===== config.mk =====
export PLATFORM = sky130hd
export DESIGN_NAME = keypad_scan
export DESIGN_NICKNAME = d
export VERILOG_FILES = /design/src/rtl/keypad_scan.sv
export SDC_FILE = /design/constraint.sdc
export NUM_CORES = 1
export LEC_CHECK = 0
export CAP_MARGIN = 20
export CORE_ASPECT_RATIO = 0.7
export CORE_MARGIN = 10
export CORE_UTILIZATION = 25
export CTS_CLUSTER_DIAMETER = 60
export DETAILED_ROUTE_END_ITERATION = 16
export DONT_BUFFER_PORTS = 1
export PLACE_DENSITY_LB_ADDON = 0.05
export SYNTH_ARGS = -nofsm -noshare
export SYNTH_HDL_FRONTEND = slang
export SYNTH_SLANG_ARGS = --single-unit

===== constraint.sdc =====
create_clock -name clk -period 2.9 [get_ports clk]
set_input_delay 0.435 -clock clk [delete_from_list [all_inputs] [get_ports clk]]
set_output_delay 0.435 -clock clk [all_outputs]
set_load 0.1 [all_outputs]

===== src/rtl/keypad_scan.sv =====
// Scanner and debouncer for a 4x4 active-low key matrix.
// Drives one column low per dwell period and waits for a single-row press
// to stay stable before accepting it. It also waits for the release to stay
// stable before scanning again. Accepted keys are shifted into a 4-digit
// entry register.
//
// Ports:
//   clk        system clock, all state on posedge
//   rst_n      asynchronous active-low reset
//   key_row    row lines from the matrix, active-low, asynchronous
//   key_col    column drive, exactly one bit low
//   entry_clr  synchronous clear of entry_data
//   key_code   hex code {row,col} of the last accepted key
//   key_valid  one-cycle pulse per accepted press
//   entry_data last four accepted codes, newest in [3:0]
module keypad_scan #(
  parameter int unsigned SCAN_DIV       = 100000,
  parameter int unsigned DEBOUNCE_SCANS = 4
) (
  input  logic        clk,
  input  logic        rst_n,
  input  logic [3:0]  key_row,
  output logic [3:0]  key_col,
  input  logic        entry_clr,
  output logic [3:0]  key_code,
  output logic        key_valid,
  output logic [15:0] entry_data
);

  localparam int unsigned TW = (SCAN_DIV > 2) ? $clog2(SCAN_DIV) : 1;
  localparam int unsigned DW = $clog2(DEBOUNCE_SCANS + 1);

  typedef enum logic [1:0] {
    ST_SCAN     = 2'd0,
    ST_DEBOUNCE = 2'd1,
    ST_HELD     = 2'd2
  } state_e;

  state_e        state_q, state_d;
  logic [3:0]    sync1_q, rs_q;
  logic [TW-1:0] tick_cnt_q;
  logic          tick_c;
  logic [3:0]    key_col_q, key_col_d;
  logic [3:0]    cap_row_q, cap_row_d;
  logic [DW-1:0] deb_cnt_q, deb_cnt_d;
  logic [DW-1:0] rel_cnt_q, rel_cnt_d;
  logic [DW-1:0] deb_inc_c, rel_inc_c;
  logic          accept_c;
  logic [3:0]    code_c;
  logic          key_valid_q, key_valid_d;
  logic [3:0]    key_code_q, key_code_d;
  logic [15:0]   entry_q, entry_d;

  // True when exactly one row line is pulled low.
  function automatic logic one_low(input logic [3:0] v);
    return (v == 4'b1110) || (v == 4'b1101) || (v == 4'b1011) || (v == 4'b0111);
  endfunction

  // Index of the single low bit (only meaningful when one_low holds).
  function automatic logic [1:0] low_idx(input logic [3:0] v);
    logic [1:0] idx;
    idx = 2'd0;
    case (v)
      4'b1101: idx = 2'd1;
      4'b1011: idx = 2'd2;
      4'b0111: idx = 2'd3;
      default: idx = 2'd0;
    endcase
    return idx;
  endfunction

  assign tick_c    = (tick_cnt_q == TW'(SCAN_DIV - 1));
  assign deb_inc_c = deb_cnt_q + DW'(1);
  assign rel_inc_c = rel_cnt_q + DW'(1);

  // The column stays held from capture to accept, so the live column index is the captured one.
  assign code_c = {low_idx((state_q == ST_SCAN) ? rs_q : cap_row_q), low_idx(key_col_q)};

  // Row synchronizer and free-running dwell counter.
  always_ff @(posedge clk or negedge rst_n) begin
    if (!rst_n) begin
      sync1_q    <= 4'hF;
      rs_q       <= 4'hF;
      tick_cnt_q <= '0;
    end else begin
      sync1_q    <= key_row;
      rs_q       <= sync1_q;
      tick_cnt_q <= tick_c ? '0 : tick_cnt_q + TW'(1);
    end
  end

  // State register and scan/debounce bookkeeping.
  always_ff @(posedge clk or negedge rst_n) begin
    if (!rst_n) begin
      state_q     <= ST_SCAN;
      key_col_q   <= 4'b1110;
      cap_row_q   <= 4'hF;
      deb_cnt_q   <= '0;
      rel_cnt_q   <= '0;
      key_valid_q <= 1'b0;
      key_code_q  <= 4'h0;
      entry_q     <= 16'h0000;
    end else begin
      state_q     <= state_d;
      key_col_q   <= key_col_d;
      cap_row_q   <= cap_row_d;
      deb_cnt_q   <= deb_cnt_d;
      rel_cnt_q   <= rel_cnt_d;
      key_valid_q <= key_valid_d;
      key_code_q  <= key_code_d;
      entry_q     <= entry_d;
    end
  end

  // Next-state logic; decisions only on tick cycles.
  always_comb begin
    state_d   = state_q;
    key_col_d = key_col_q;
    cap_row_d = cap_row_q;
    deb_cnt_d = deb_cnt_q;
    rel_cnt_d = rel_cnt_q;
    accept_c  = 1'b0;
    if (tick_c) begin
      case (state_q)
        ST_SCAN: begin
          if (one_low(rs_q)) begin
            cap_row_d = rs_q;
            deb_cnt_d = DW'(1);
            if (DEBOUNCE_SCANS == 1) begin
              accept_c  = 1'b1;
              state_d   = ST_HELD;
              rel_cnt_d = '0;
            end else begin
              state_d = ST_DEBOUNCE;
            end
          end else begin
            key_col_d = {key_col_q[2:0], key_col_q[3]};
          end
        end
        ST_DEBOUNCE: begin
          if (rs_q == cap_row_q) begin
            deb_cnt_d = deb_inc_c;
            if (deb_inc_c == DW'(DEBOUNCE_SCANS)) begin
              accept_c  = 1'b1;
              state_d   = ST_HELD;
              rel_cnt_d = '0;
            end
          end else begin
            key_col_d = {key_col_q[2:0], key_col_q[3]};
            deb_cnt_d = '0;
            state_d   = ST_SCAN;
          end
        end
        ST_HELD: begin
          if (rs_q == 4'hF) begin
            if (rel_inc_c == DW'(DEBOUNCE_SCANS)) begin
              key_col_d = {key_col_q[2:0], key_col_q[3]};
              rel_cnt_d = '0;
              deb_cnt_d = '0;
              state_d   = ST_SCAN;
            end else begin
              rel_cnt_d = rel_inc_c;
            end
          end else begin
            rel_cnt_d = '0;
          end
        end
        default: state_d = ST_SCAN;
      endcase
    end
  end

  // Output next values; a clear coinciding with an accept keeps only the new code.
  always_comb begin
    key_valid_d = accept_c;
    key_code_d  = key_code_q;
    entry_d     = entry_q;
    if (accept_c) begin
      key_code_d = code_c;
      entry_d    = entry_clr ? {12'h000, code_c} : {entry_q[11:0], code_c};
    end else if (entry_clr) begin
      entry_d = 16'h0000;
    end
  end

  assign key_col    = key_col_q;
  assign key_code   = key_code_q;
  assign key_valid  = key_valid_q;
  assign entry_data = entry_q;

endmodule


==> flow_metrics.tcl, run 1 <==
set metrics [dict create \
    htreeDepth 3 \
    fin_crit_sh_pct 87.9 \
    numClockSinks 62 \
    p_leak_uw 0.00170 \
    cp.required_ps 3110 \
    synth-seq-area-share_pct 53.8 \
    detail_route.wirelength_um 6240 \
    finalSetupTns_ps 0 \
    grt_pass1_wl_um 10200 \
    period_needed_ps 2550 \
    start_kind "flop" \
    initial_utilization_pct 26.0 \
    n_antenna_cell 0 \
    cts_buffers 9 \
    timing.fmax_mhz 392 \
    core_mm2 0.0112 \
    drt.antenna.violating_nets 0 \
    worst-setup-path-type "reg2reg" \
    p_int_uw 1600 \
    drtIter0Drc 83 \
    synthCells 249 \
    clock_power_share_pct 53.9 \
    port-buffer-count 0 \
    post_drt_wl_per_cell_um 15.0 \
    slowest_stage "or4_4" \
    tritoncts "done" \
    layout_commonest_cell "dfrtp_1" \
    ir_drop_v 0.000294 \
    cp_cell_sequence "or4b_4 > or4_4 > nor4_4 > mux2_1" \
    utilization_pct 30.7 \
    whs_ps 105 \
    area_growth_pct 17.9 \
    hold_path.class "in2reg" \
    die_h_um 110 \
    synth_nets 265 \
    yosys.area.top_type "dfrtp_1" \
    synth_cell_type_count 43 \
    synth_area_leaders "dfrtp_1, dfstp_2, xor2_1" \
    via_per_inst 4.28 \
    synth_top_cell_area_share_pct 40.3 \
    fp-row-count 32 \
    slowest_delay_ps 640 \
    post_cts_resize_count 0 \
    p_sw_uw 408 \
    placed_cells 398 \
    arrival_ps 2760 \
    antenna_found_initial 0 \
    grt_max_degree 63 \
    async_flop_share_pct 100 \
    place_congestion 0.712 \
    synth_warnings 0 \
    cap_violations 0 \
    clockRootBuffer "clkbuf_16" \
    hold_violations 0 \
    status "finished, final reports clean" \
    final-setup-viol-count 0 \
    p_total_uw 2010 \
    synth_edf_count 0 \
    clock_path_buffers 2 \
    yosys_most_used_dff "dfrtp_1" \
    path_max_fanout 7 \
    final_cell_mix "dfrtp_1, nor2_1, xor2_1, dfstp_2, mux2i_1" \
    hpwlAfterDp_um 4340 \
    power.density_mw_per_mm2 583 \
    nets 274 \
    seqPwrFrac_pct 44.1 \
    grt_pass1_vias 1737 \
    drt_pass1_iterations 4 \
    stdcell_count 416 \
    clock_latency_ps 330 \
    fin_skew_ps 6.28 \
    end_kind "flop" \
    rsz0062_at_grt "no" \
    gr-total-overflow 0 \
    vias 1779 \
    p_comb_share_pct 2.0 \
    finalMaxSlewViolations 0 \
    clkTransAtPathRegs_ps 50 \
    drive_gt1_share_pct 19.4 \
    dieWidth_um 149 \
    postCtsSetupRepairBufs 0 \
    grtUsageTotal_pct 8.06 \
    synth-seq-cells 62 \
    top_level_ports 32 \
    avgSynthCellArea_um2 11.7 \
    slew_headroom_pct 35.6 \
    die_area_mm2 0.0165 \
    syn-cell-area_mm2 0.00292 \
    drc_errors 0 \
    swShare_pct 20.3 \
    worst_slew_pin_slew_ps 965 \
]
## final cells by class
| type | instances | area, µm² |
|---|---|---|
| clock inverter | 4 | 45.0 |
| fill | 1171 | 7770 |
| clock buffer | 12 | 256 |
| tap | 153 | 191 |
| timing repair buffer | 6 | 67.6 |
| inverter | 7 | 26.3 |
| multi-input combinational | 172 | 1280 |
| sequential | 62 | 1570 |
## worst paths after layout
path | start | end | slack (ps) | cells past startpoint
setup / recovery | tick_cnt_q[13] | deb_cnt_q[0] | 350 | 4
max in group asynchronous | rst_n | rs_q[0] | 1960 | 2
hold / removal | key_row[0] | sync1_q[0] | 100 | 0
hold reg to reg | sync1_q[3] | rs_q[3] | 350 | 0
setup reg to reg | tick_cnt_q[13] | deb_cnt_q[0] | 350 | 4
min in group asynchronous | rst_n | key_col[0] | 650 | 2
## state kept, by name, indices dropped and copies added, names as in the netlist
signal      count
entry_data     16
key_col         4
key_valid       1
tick_cnt_q     17
rs_q            4
cap_row_q       4
deb_cnt_q       3
sync1_q         4
key_code        4
rel_cnt_q       3
state_q         2
## through the flow
step,setup slack [ps],instance area (µm²)
3_5_place_dp,361,3100
5_1_grt,227,3440
6_report,351,3440
3_3_place_gp,356,3100
2_1_floorplan,481,2920
4_1_cts,343,3440
## cell families (layout without fill, tap and decap cells)
group / Yosys count / in the layout / synth area share (%)
fa+ha+maj: 9 / 9 / 3.86
buf+inv: 15 / 29 / 2.23
flops: 62 / 62 / 53.8
mux: 25 / 25 / 9.05
simple gates: 85 / 85 / 17.0
xor+xnor: 28 / 28 / 8.40
compound gates: 25 / 25 / 5.62
## critical path: cells and delay by family, from the launching register on
family / cells / cell delay (ps)
and+or+nand+nor: 3 / 1660
DFF: 1 / 410
muxes: 1 / 350
## timing repair
action / 4_1_cts / 5_1_grt
hold buffers: 2 / 0
hold endpoints to repair: 62 / 0
setup endpoints to repair: 0 / 0
## per-layer routing
| layer | part of all wire (%) | GRT usage, % | vias up |
|---|---|---|---|
| met1 | 54 | 11.9 | 863 |
| met5 | 0 | 0 | - |
| met3 | 4.5 | 3.26 | 7 |
| met4 | 1.3 | 3.35 | 0 |
| met2 | 40 | 9.72 | 25 |
| li1 | - | - | 884 |
## power by group through the flow
stage                     Combinational [µW]  Sequential [µW]  Clock, µW
after global placement                  18.5              899          0
final                                   40.4              885       1080
after CTS                               43.1              885       1120
after global routing                    47.4              886       1160
after detailed placement                18.1              899          0
after floorplan                         22.5              892          0
## cells in the mapped netlist (all sizes together), types with 7 or more instances
master and instances:
a21o 8, dfrtp 47, dfstp 15, ha 9, inv 7, mux2 11, mux2i 14, nand2 13
nand3 9, nor2 26, nor3 9, xnor2 7, xor2 21
Power figures use the tool's default switching activity.
==> run 2, diff against run 1 <==
--- a/config.mk
+++ b/config.mk
@@ -7,12 +7,12 @@
 export LEC_CHECK = 0
 export CAP_MARGIN = 20
 export CORE_ASPECT_RATIO = 0.7
-export CORE_MARGIN = 10
+export CORE_MARGIN = 4
 export CORE_UTILIZATION = 25
 export CTS_CLUSTER_DIAMETER = 60
 export DETAILED_ROUTE_END_ITERATION = 16
 export DONT_BUFFER_PORTS = 1
-export PLACE_DENSITY_LB_ADDON = 0.05
+export PLACE_DENSITY_LB_ADDON = 0.3
 export SYNTH_ARGS = -nofsm -noshare
 export SYNTH_HDL_FRONTEND = slang
 export SYNTH_SLANG_ARGS = --single-unit
==> run 2 against run 1 <==
Compared with the run above:
- register-to-register slack better by 40 ps
- power up 3.2%
- final area up 0.40%
- non-clock buffer count down 1
- wire length down 10%
- die area down 18%
- first-iteration DRC count down 37%
- clock power up 6%
- clock skew down 1.9 ps
- sequential share of layout area down 0.18 points
==> flow_metrics.tcl, run 2 (synthesized netlist as in run 1, its figures left out) <==
set metrics [dict create \
    clkTransAtPathRegs_ps 60 \
    layout_commonest_cell "dfrtp_1" \
    fin_crit_sh_pct 86.6 \
    core_mm2 0.0112 \
    vias 1759 \
    grt_use_met1_pct 13.6 \
    initial_utilization_pct 26.0 \
    cp.required_ps 3110 \
    p_leak_uw 0.00170 \
    timing.fmax_mhz 398 \
    htreeDepth 3 \
    start_kind "flop" \
    hpwlAfterDp_um 3970 \
    grt_pass1_wl_um 9760 \
    status "finished, final reports clean" \
    top_level_ports 32 \
    finalSetupTns_ps 0 \
    dieWidth_um 137 \
    postCtsSetupRepairBufs 0 \
    numClockSinks 62 \
    top_register "tick_cnt_q" \
    via_per_inst 4.24 \
    ir_drop_v 0.000395 \
    cap_violations 0 \
    final_cell_mix "dfrtp_1, nor2_1, xor2_1, dfstp_2, mux2i_1" \
    fin_skew_ps 4.35 \
    multi_input_area_mm2 0.00128 \
    grtUsageMet2_pct 12.1 \
    path_max_fanout 7 \
    antenna_found_initial 0 \
    hold_path.class "in2reg" \
    regArea_mm2 0.00157 \
    detail_route.wirelength_um 5620 \
    clock_latency_ps 330 \
    gr-total-overflow 0 \
    placed_cells 397 \
    largest_reg_flops 17 \
    top_usage_layer "met1" \
    worst_slew_pin_slew_ps 971 \
    fillCellCount 1202 \
    whs_ps 99.2 \
    grtUsageTotal_pct 9.38 \
    end_kind "flop" \
    drt.antenna.violating_nets 0 \
    clockRootBuffer "clkbuf_16" \
    cts_buffers 9 \
    clock_path_buffers 2 \
    tritoncts "done" \
    port-buffer-count 0 \
    n_antenna_cell 0 \
    finalMaxSlewViolations 0 \
    nets 273 \
    drive_gt1_share_pct 19.5 \
    final-setup-viol-count 0 \
    die_h_um 98.4 \
    post_drt_wl_per_cell_um 13.5 \
    fp-row-count 32 \
    slew_headroom_pct 35.2 \
    drtIter0Drc 52 \
    drt_pass1_iterations 4 \
    period_needed_ps 2510 \
    use_met3_pct 4.12 \
    hold_violations 0 \
    power.density_mw_per_mm2 599 \
    die_area_mm2 0.0135 \
    area_growth_pct 18.4 \
    drc_errors 0 \
    grt_pass1_vias 1838 \
    grt_max_degree 63 \
    place_congestion 0.747 \
    stdcell_count 415 \
    rsz0062_at_grt "no" \
    worst-setup-path-type "reg2reg" \
    arrival_ps 2720 \
]
run 2: changes by cell type in the layout (fill, tap and decap cells not counted), sizes merged:
cell      delta
buf          -1
bufinv       +1
clkbuf       -3
clkinv       -1
clkinvlp     +2
inv          +1
run 2: cell type report:
type,count,area share (%)
clock buffer,9,6.52
clock inverter,7,2.83
tap,153,5.54
multi-input combinational,172,37.1
inverter,7,0.761
sequential,62,45.5
timing repair buffer,5,1.74
run 2: critical path, cell delays in order, from the launching register on:
cell     delay [ps]
dfrtp_1         410
or4b_4          590
or4_4           640
nor4_4          390
mux2_1          370
run 2: what timing repair did:
action | in CTS | in global routing
setup endpoints to repair | 0 | 0
resized for setup | 0 | 0
endpoints found under the hold margin | 62 | 0
hold buffers | 2 | 0
run 2: power breakdown:
part           internal [µW]  switching, µW
Combinational           13.7           26.5
Sequential               877           7.21
Clock                    754            392
Total                   1640            426
run 2: final timing paths:
path,startpoint,endpoint,slack [ps],cells after the start
worst max-delay path,tick_cnt_q[13],deb_cnt_q[0],390,4
worst min-delay path,key_row[1],sync1_q[1],100,0
worst max register to register,tick_cnt_q[13],deb_cnt_q[0],390,4
worst min register to register,sync1_q[3],rs_q[3],350,0
max in group asynchronous,rst_n,cap_row_q[0],1970,2
min in group asynchronous,rst_n,tick_cnt_q[7],630,2
run 2: through the flow:
stage               total power, µW  area [µm²]  setup WS, ps  utilization [%]
finish                         2070        3450           387             30.8
global route                   2160        3450           280             30.8
CTS                            2110        3450           402             30.8
detailed placement              917        3090           421             27.6
global placement                917        3090           461             27.6
floorplan                       914        2920           481                -
run 2: metal layers:
metal / wire (µm) / part of all wire, %
met5: 0 / 0
met1: 2960 / 53
met3: 208 / 3.7
met4: 100 / 1.8
met2: 2350 / 42
